**config.mk**
```make
export PLATFORM = sky130hd
export DESIGN_NAME = rs232_rx_sram
export DESIGN_NICKNAME = d
export VERILOG_FILES = /design/src/rtl/rs232_rx_sram.sv
export SDC_FILE = /design/constraint.sdc
export NUM_CORES = 1
export LEC_CHECK = 0
export BUFFER_PORTS_ARGS = -buffer_cell sky130_fd_sc_hd__buf_2
export CORE_AREA = 2 2 91 71
export CTS_CLUSTER_SIZE = 28
export DETAILED_ROUTE_END_ITERATION = 10
export DIE_AREA = 0 0 93 73
export PLACE_DENSITY = 0.66
export SYNTH_ARGS = -nofsm -noshare
export SYNTH_HDL_FRONTEND = slang
export SYNTH_SLANG_ARGS = --single-unit
```
**constraint.sdc**
```tcl
create_clock -name avm_clk -period 3.44 [get_ports avm_clk]
set_clock_uncertainty 0.2 [all_clocks]
set_input_delay 0.344 -clock avm_clk [delete_from_list [all_inputs] [get_ports avm_clk]]
set_output_delay 0.344 -clock avm_clk [all_outputs]
set_load 0.01 [all_outputs]
```
**src/rtl/rs232_rx_sram.sv**
```systemverilog
// rs232_rx_sram
//   Avalon-MM master that polls a UART for received bytes and writes each one
//   into SRAM at incrementing byte addresses, until one full frame of
//   TOTAL_ADDR bytes has been stored.
//
//   Handshakes:
//     Avalon read: an access completes on a cycle where avm_read=1 and
//     avm_waitrequest=0. avm_address/avm_read hold steady while stalled.
//     SRAM write: sram_wr_req is held, with addr/data stable, until
//     sram_wr_ack is seen high. ack is only looked at while req is high.
//
//   Ports:
//     avm_clk, avm_rst             clock, asynchronous active-high reset
//     avm_address/read/readdata    UART register reads (status, RX data)
//     avm_write/writedata          unused write path, tied low
//     avm_waitrequest              slave stall
//     recv_start/recv_abort        frame control from the top-level controller
//     recv_finished                sticky "frame stored" flag
//     sram_wr_addr/data/req/ack    write port toward the SRAM arbiter
//     rs232_rx_state               current FSM state for debug/LEDs
module rs232_rx_sram #(
  parameter int         TOTAL_ADDR  = 76800,
  parameter int         ADDR_W      = 17,
  parameter logic [4:0] RX_BASE     = 5'd0,
  parameter logic [4:0] STATUS_BASE = 5'd8,
  parameter int         RX_OK_BIT   = 7
) (
  input  logic              avm_clk,
  input  logic              avm_rst,
  output logic [4:0]        avm_address,
  output logic              avm_read,
  input  logic [31:0]       avm_readdata,
  output logic              avm_write,
  output logic [31:0]       avm_writedata,
  input  logic              avm_waitrequest,
  input  logic              recv_start,
  input  logic              recv_abort,
  output logic              recv_finished,
  output logic [ADDR_W-1:0] sram_wr_addr,
  output logic [7:0]        sram_wr_data,
  output logic              sram_wr_req,
  input  logic              sram_wr_ack,
  output logic [3:0]        rs232_rx_state
);

  typedef enum logic [3:0] {
    S_IDLE       = 4'd0,
    S_WAIT_RECV  = 4'd1,
    S_READ_DATA  = 4'd2,
    S_WRITE_SRAM = 4'd3
  } state_t;

  localparam logic [ADDR_W-1:0] LAST_ADDR = ADDR_W'(TOTAL_ADDR - 1);

  state_t            state_r, state_n;
  logic [4:0]        address_r, address_n;
  logic              read_r, read_n;
  logic              finished_r, finished_n;
  logic [ADDR_W-1:0] wr_addr_r, wr_addr_n;
  logic [7:0]        wr_data_r, wr_data_n;
  logic              wr_req_r, wr_req_n;
  logic              abort_pending_r, abort_pending_n;
  logic              xfer_done;
  logic              abort_now;
  logic              take_abort;
  logic              unused_readdata;

  // Only the low byte and the status flag are consumed.
  assign unused_readdata = ^avm_readdata[31:8];

  assign xfer_done = read_r & ~avm_waitrequest;
  // An abort raised on the very cycle a transfer completes is honoured there.
  assign abort_now = abort_pending_r | recv_abort;

  always_ff @(posedge avm_clk or posedge avm_rst) begin
    if (avm_rst) begin
      state_r         <= S_IDLE;
      address_r       <= STATUS_BASE;
      read_r          <= 1'b0;
      finished_r      <= 1'b0;
      wr_addr_r       <= '0;
      wr_data_r       <= '0;
      wr_req_r        <= 1'b0;
      abort_pending_r <= 1'b0;
    end else begin
      state_r         <= state_n;
      address_r       <= address_n;
      read_r          <= read_n;
      finished_r      <= finished_n;
      wr_addr_r       <= wr_addr_n;
      wr_data_r       <= wr_data_n;
      wr_req_r        <= wr_req_n;
      abort_pending_r <= abort_pending_n;
    end
  end

  always_comb begin
    state_n         = state_r;
    address_n       = address_r;
    read_n          = read_r;
    finished_n      = finished_r;
    wr_addr_n       = wr_addr_r;
    wr_data_n       = wr_data_r;
    wr_req_n        = wr_req_r;
    abort_pending_n = abort_pending_r;
    take_abort      = 1'b0;

    if (state_r != S_IDLE && recv_abort) abort_pending_n = 1'b1;

    case (state_r)
      S_IDLE: begin
        read_n = 1'b0;
        if (recv_start) begin
          state_n    = S_WAIT_RECV;
          read_n     = 1'b1;
          address_n  = STATUS_BASE;
          finished_n = 1'b0;
          wr_addr_n  = '0;
        end
      end
      S_WAIT_RECV: begin
        if (xfer_done) begin
          if (abort_now) begin
            take_abort = 1'b1;
          end else if (avm_readdata[RX_OK_BIT]) begin
            state_n   = S_READ_DATA;
            address_n = RX_BASE;
          end
          // flag clear: keep polling status with read held high
        end
      end
      S_READ_DATA: begin
        if (xfer_done) begin
          if (abort_now) begin
            take_abort = 1'b1;  // byte is dropped
          end else begin
            wr_data_n = avm_readdata[7:0];
            read_n    = 1'b0;
            wr_req_n  = 1'b1;
            state_n   = S_WRITE_SRAM;
          end
        end
      end
      S_WRITE_SRAM: begin
        if (sram_wr_ack) begin
          wr_req_n = 1'b0;
          // Finishing the last byte takes priority over a pending abort.
          if (wr_addr_r == LAST_ADDR) begin
            state_n         = S_IDLE;
            wr_addr_n       = '0;
            finished_n      = 1'b1;
            abort_pending_n = 1'b0;
            address_n       = STATUS_BASE;
          end else if (abort_now) begin
            take_abort = 1'b1;
          end else begin
            wr_addr_n = wr_addr_r + 1'b1;
            state_n   = S_WAIT_RECV;
            read_n    = 1'b1;
            address_n = STATUS_BASE;
          end
        end
      end
      default: state_n = S_IDLE;
    endcase

    if (take_abort) begin
      state_n         = S_IDLE;
      read_n          = 1'b0;
      wr_req_n        = 1'b0;
      wr_addr_n       = '0;
      finished_n      = 1'b0;
      abort_pending_n = 1'b0;
      address_n       = STATUS_BASE;
    end
  end

  assign avm_address    = address_r;
  assign avm_read       = read_r;
  assign avm_write      = 1'b0;
  assign avm_writedata  = '0;
  assign recv_finished  = finished_r;
  assign sram_wr_addr   = wr_addr_r;
  assign sram_wr_data   = wr_data_r;
  assign sram_wr_req    = wr_req_r;
  assign rs232_rx_state = state_r;

endmodule

```
Word-level counts from Yosys, hierarchy flattened
Cells that the tools add are included.
Cells by class
  add/sub/neg operators: 1
  multiply operators: 0
  div/mod/pow operators: 0
  $lt $le $gt $ge: 0
  equality and inequality tests: 15
  shifts and indexed selects: 0
  multiplexer cells: 53
  bitwise logic cells: 4
  reduce and logical (&&, ||, !) cells: 15
Operators by type and width (count)
  17-bit 2-to-1 mux: 5
  4-bit 2-to-1 mux: 10
  5-bit 2-to-1 mux: 8
  17-bit one-hot mux with 2 select lines: 1
  3-bit != test, second input constant: 10
  1-bit 2-to-1 mux: 23
  17-bit by 1-bit adder with 17-bit output, second input constant: 1
  17-bit equality test, second input constant: 1
  4-bit one-hot mux with 4 select lines: 1
  5-bit one-hot mux with 3 select lines: 1
  4-bit AND reduction: 3
  4-bit nonzero test: 3
  4-bit by 2-bit equality test with 1-bit output, second input constant: 2
  8-bit AND reduction: 1
  7-bit AND reduction: 1
  1-bit one-hot mux with 2 select lines: 3
  6-bit AND reduction: 1
  3-bit nonzero test: 2
  4-bit by 1-bit equality test with 1-bit output, second input constant: 1
  4-bit zero test: 1
  4-bit != test, second input constant: 1
  1-bit one-hot mux with 3 select lines: 1
  3-bit AND reduction: 1
  1-bit NOT: 2
  other kinds (4): 4
Storage, ports and cells
  register bits after elaboration: 38
  bits in latches: 0
  bits in writable memories: 0
  ROM bits: 0
  logic and storage cells: 96
  memories: 0

Depth between registers and ports, before layout
  depth after elaboration: 7
  depth in mapped cells: 8
  gate-level depth less buffers: 7

Worst setup path before layout
No wires, ideal clock.
  path kind: register to register
  start: register state_r[0] (netlist: rs232_rx_state[0])
  end: register wr_addr_r[12] (netlist: sram_wr_addr[12])
  arrival: 2.045 ns
  data required time: 3.171 ns
  setup slack: 1.126 ns
  cell stages (with the launch flop): 9
  path buffers: 1
  clock period less this slack: 2.314 ns
  path through: dfrtp_1 > inv_1 > ha_1 > nand3b_1 > nor3_1 > a31o_2 > a311o_4 > buf_6 > nor2_2
Between the ends
  longest elaborated chain between the ends: 5
  elaborated cells between the ends (all ways): 13
Ends and longest elaborated chain
  start: declaration: RTL line 55  | state_t state_r, state_n;
  start signal: assignment: RTL line 86  | state_r <= state_n;
  4-bit by 2-bit equality test with 1-bit output or 4-bit by 1-bit equality test with 1-bit output (tied branches): RTL line 110  | case (state_r)
  2-bit OR reduction (no source line)
  1-bit one-hot mux with 2 select lines: RTL line 110
  4-bit != test (no source line) (tied with other cells)
  4-bit AND reduction (no source line)
  end signal: assignment: RTL line 90  | wr_addr_r <= wr_addr_n;
  end: declaration: RTL line 59  | logic [ADDR_W-1:0] wr_addr_r, wr_addr_n;
Parallel ways exist; a longest one is shown, timed or not.
A chain may end at the register's enable or synchronous reset.

Worst setup path after layout
  start: register state_r[0] (netlist: rs232_rx_state[0])
  end: register wr_addr_r[15] (netlist: sram_wr_addr[15])
Same word-level chain as after synthesis.

==> summary.md <==
| Metric | Value |
|---|---|
| Routed WL | `just under 5000 um` |
| Gp weighted congestion | `around 0.88` |
| Number of global-route vias before repair | `1646` |
| Sum Neg Setup Slack | `0 ns` |
| Htree depth | `2` |
| Synth Flop Type | `dfrtp_1` |
| Synth top cells by count | `buf_4, dfrtp_1, nand2_1` |
| Root Buffer | `clkbuf_8` |
| Register area share after synthesis | `0.350` |
| Synth Area in XOR/XNOR | `0.0458` |
| All-layer global routing usage | `0.152` |
| Top fanout value on the critical path | `11` |
| Post-synthesis register bit count | `32` |
| Initial Util | `0.382` |
| CTS max path bufs | `2` |
| Syn_area_per_cell | `9.68 sq um` |
| Share of the synthesized area in the top cell type | `0.338` |
| Mapped cell area | `2290 sq um` |
| Synth Instances | `237` |
| Ys async rst share | `1.00` |
| Slew HR | `0.590` |
| Status | `complete, no violations` |
| Iter 0 DRT Violations | `175` |
| RSZ-0062 raised after global routing | `false` |
| Compound-Gate Fraction of Synth Area | `0.155` |
| Post-synthesis simple-gate area fraction | `0.206` |
| Vias | `1786` |
| Power density over cell area | `634 nW/um^2` |
| Crit start category | `register` |
| Die Y | `73 um` |
| Hold Vio Cnt, Final | `0` |
| Detail Placement HPWL | `between 3000 and 4000 um` |
| Fillers | `598` |
| DRC | `0` |
| Req. time, crit path | `3.40 ns` |
| Largest net degree at the start of global routing | `33` |
| Width of the die | `93 um` |
| CTS Buf Count | `5` |
| Cts hold-fix bufs | `1` |
| Max_cap viols | `0` |
| Site Rows | `25` |
| Critical-path top delay cell | `dfrtp_1` |
| Clock transition at the registers of the reported paths | `0.07 ns` |
| Layout cells sized above 1 | `0.310` |
| Leakage | `0.00124 uW` |
| Post-CTS sizing | `0` |
| Peak Freq | `350 MHz` |
| Post-synth top area cell | `dfrtp_1` |
| Nets | `329` |
| Worst Tran Pin Value | `0.599 ns` |
| Dominant combinational cell family by area after synthesis | `simple AND/OR/NAND/NOR gates` |
| Final period util | `0.832` |
| Die area | `6790 sq um` |
| WL per Instance | `13.1 um` |
| First-pass iteration count of the detailed router | `4` |
| Worst hold slack | `0.0892 ns` |
| Diodes inserted | `0` |
| Later-pin clock latency in the skew report | `0.28 ns` |
| Tot Pwr | `around 1600 uW` |
| Placed cell count | `359` |
| Core region area | `6010 sq um` |
| Most common cell in the netlist | `buf_4` |
| Final Worst Setup Slack | `0.579 ns` |
| Crit-path max cell delay | `0.47 ns` |
| Hold Path Class | `input port to register` |
| WP data arrival | `between 2 and 3 ns` |
| Fin crit period | `2.86 ns` |
| Peak supply drop | `0.000254 V` |
| Initial antenna violation count | `0` |
| Congestion Overflow GR | `0` |
| Flop-to-flop setup slack | `0.58 ns` |
| Worst slack, placed | `0.651 ns` |
| Multiplexer share of the synthesized area | `0.0573` |
| First-pass GRT wire length | `8150 um` |
| Area Growth Syn to Fin | `12.5%` |
| I/O pin cnt | `108` |
| Post-synth EDFFs | `0` |
| Setup-failing EPs final | `0` |
| Total of warnings raised by yosys | `0` |
| Finished Layout Cells | `368` |
| Crit Path Category | `register to register` |
| Vias/cell | `4.85` |
| CTS tree | `done` |
| I/O Buffers | `44` |
| Clk sinks | `32` |
| Main area contributors after synthesis | `dfrtp_1, buf_4, mux2_2, xnor2_1, ha_1` |
| Adder-Cell Fraction of Synth Area | `0.0273` |
| Synth cell types | `59` |
| Critical Path, Cell by Cell | `inv_1 > ha_1 > or2b_1 > nand3_1 > o21ai_0 > o31ai_1 > o2bb2ai_1` |
| Max Slew Vio Count | `0` |
| Routed Antenna Nets | `0` |
| Postcts setup bufs | `0` |
| Endpoint class of the critical path | `register` |
==> cell usage in the layout, fill, tap and decap left out, types with 4 or more instances in the layout <==
cell and instances:
conb_1 39, nand3_1 5, inv_1 11, nand4_1 6
a21oi_1 5, buf_2 44, dfrtp_1 31, nand2_1 13
clkbuf_8 7, ha_1 5, nor2_2 9, and3_1 4
nor3_1 6, o21ai_0 10, nor2_1 10, mux2_2 9
xnor2_1 9
==> critical path: cells and delay by family (launching register included) <==
kind	cells	cell delay, ns
AOI/OAI and AO/OA	3	0.85
and+or+nand+nor	2	0.63
DFF	1	0.47
adders and majority gates	1	0.46
buffers and inverters	1	0.11
==> state kept, by name, indices dropped and copies added (netlist names) <==
| signal | flops |
|---|---|
| abort_pending_r | 1 |
| rs232_rx_state | 2 |
| sram_wr_data | 8 |
| avm_read | 1 |
| recv_finished | 1 |
| sram_wr_req | 1 |
| sram_wr_addr | 17 |
| avm_address | 1 |
==> cell type report <==
type / instances / area (sq um) / share of cell area
multi-input combinational: 190 / 1270 / 0.493
sequential: 32 / 802 / 0.311
timing repair buffer: 46 / 238 / 0.0921
tap: 81 / 101 / 0.0392
clock buffer: 7 / 96.3 / 0.0373
inverter: 11 / 41.3 / 0.0160
clock inverter: 1 / 30.0 / 0.0116
==> final timing paths <==
path / startpoint / to / cells past startpoint
max: rs232_rx_state[0] / sram_wr_addr[15] / 7
max in group asynchronous: avm_rst / avm_address[3] / 4
max reg2reg: rs232_rx_state[0] / sram_wr_addr[15] / 7
min: avm_readdata[3] / sram_wr_data[3] / 2
min reg2reg: avm_address[3] / avm_address[3] / 2
min in group asynchronous: avm_rst / sram_wr_addr[15] / 4
==> metrics by stage <==
stage / cell area, sq um / util
6_report: 2580 / 0.430
5_1_grt: 2580 / 0.430
4_1_cts: 2580 / 0.430
3_5_place_dp: 2450 / 0.407
3_3_place_gp: 2450 / 0.407
2_1_floorplan: 2440 / -
==> cells by family (layout without fill, tap and decap cells) <==
| kind of cell | Yosys count | count (layout) |
|---|---|---|
| buffers and inverters | 53 | 65 |
| AOI/OAI and AO/OA | 44 | 44 |
| and+or+nand+nor | 78 | 78 |
| xor gates and xnor gates | 12 | 12 |
| adders and majority gates | 5 | 5 |
| muxes | 12 | 12 |
| DFF | 32 | 32 |
| other | 1 | 39 |
==> layer usage <==
layer | track usage | routed length, um | vias up
met5 | 0 | 0 | -
met4 | 0.0523 | 34 | 0
met3 | 0.0341 | 277 | 4
met2 | 0.220 | 2090 | 62
met1 | 0.224 | 2430 | 850
li1 | - | - | 870
==> report_power, final <==
part           switching [uW]  total (uW)  leakage, uW  internal, uW
logic                     404         707     0.000750           303
clock network             147         403    0.0000645           256
registers                71.5         527     0.000428           455
Power figures use the tool's default switching activity.
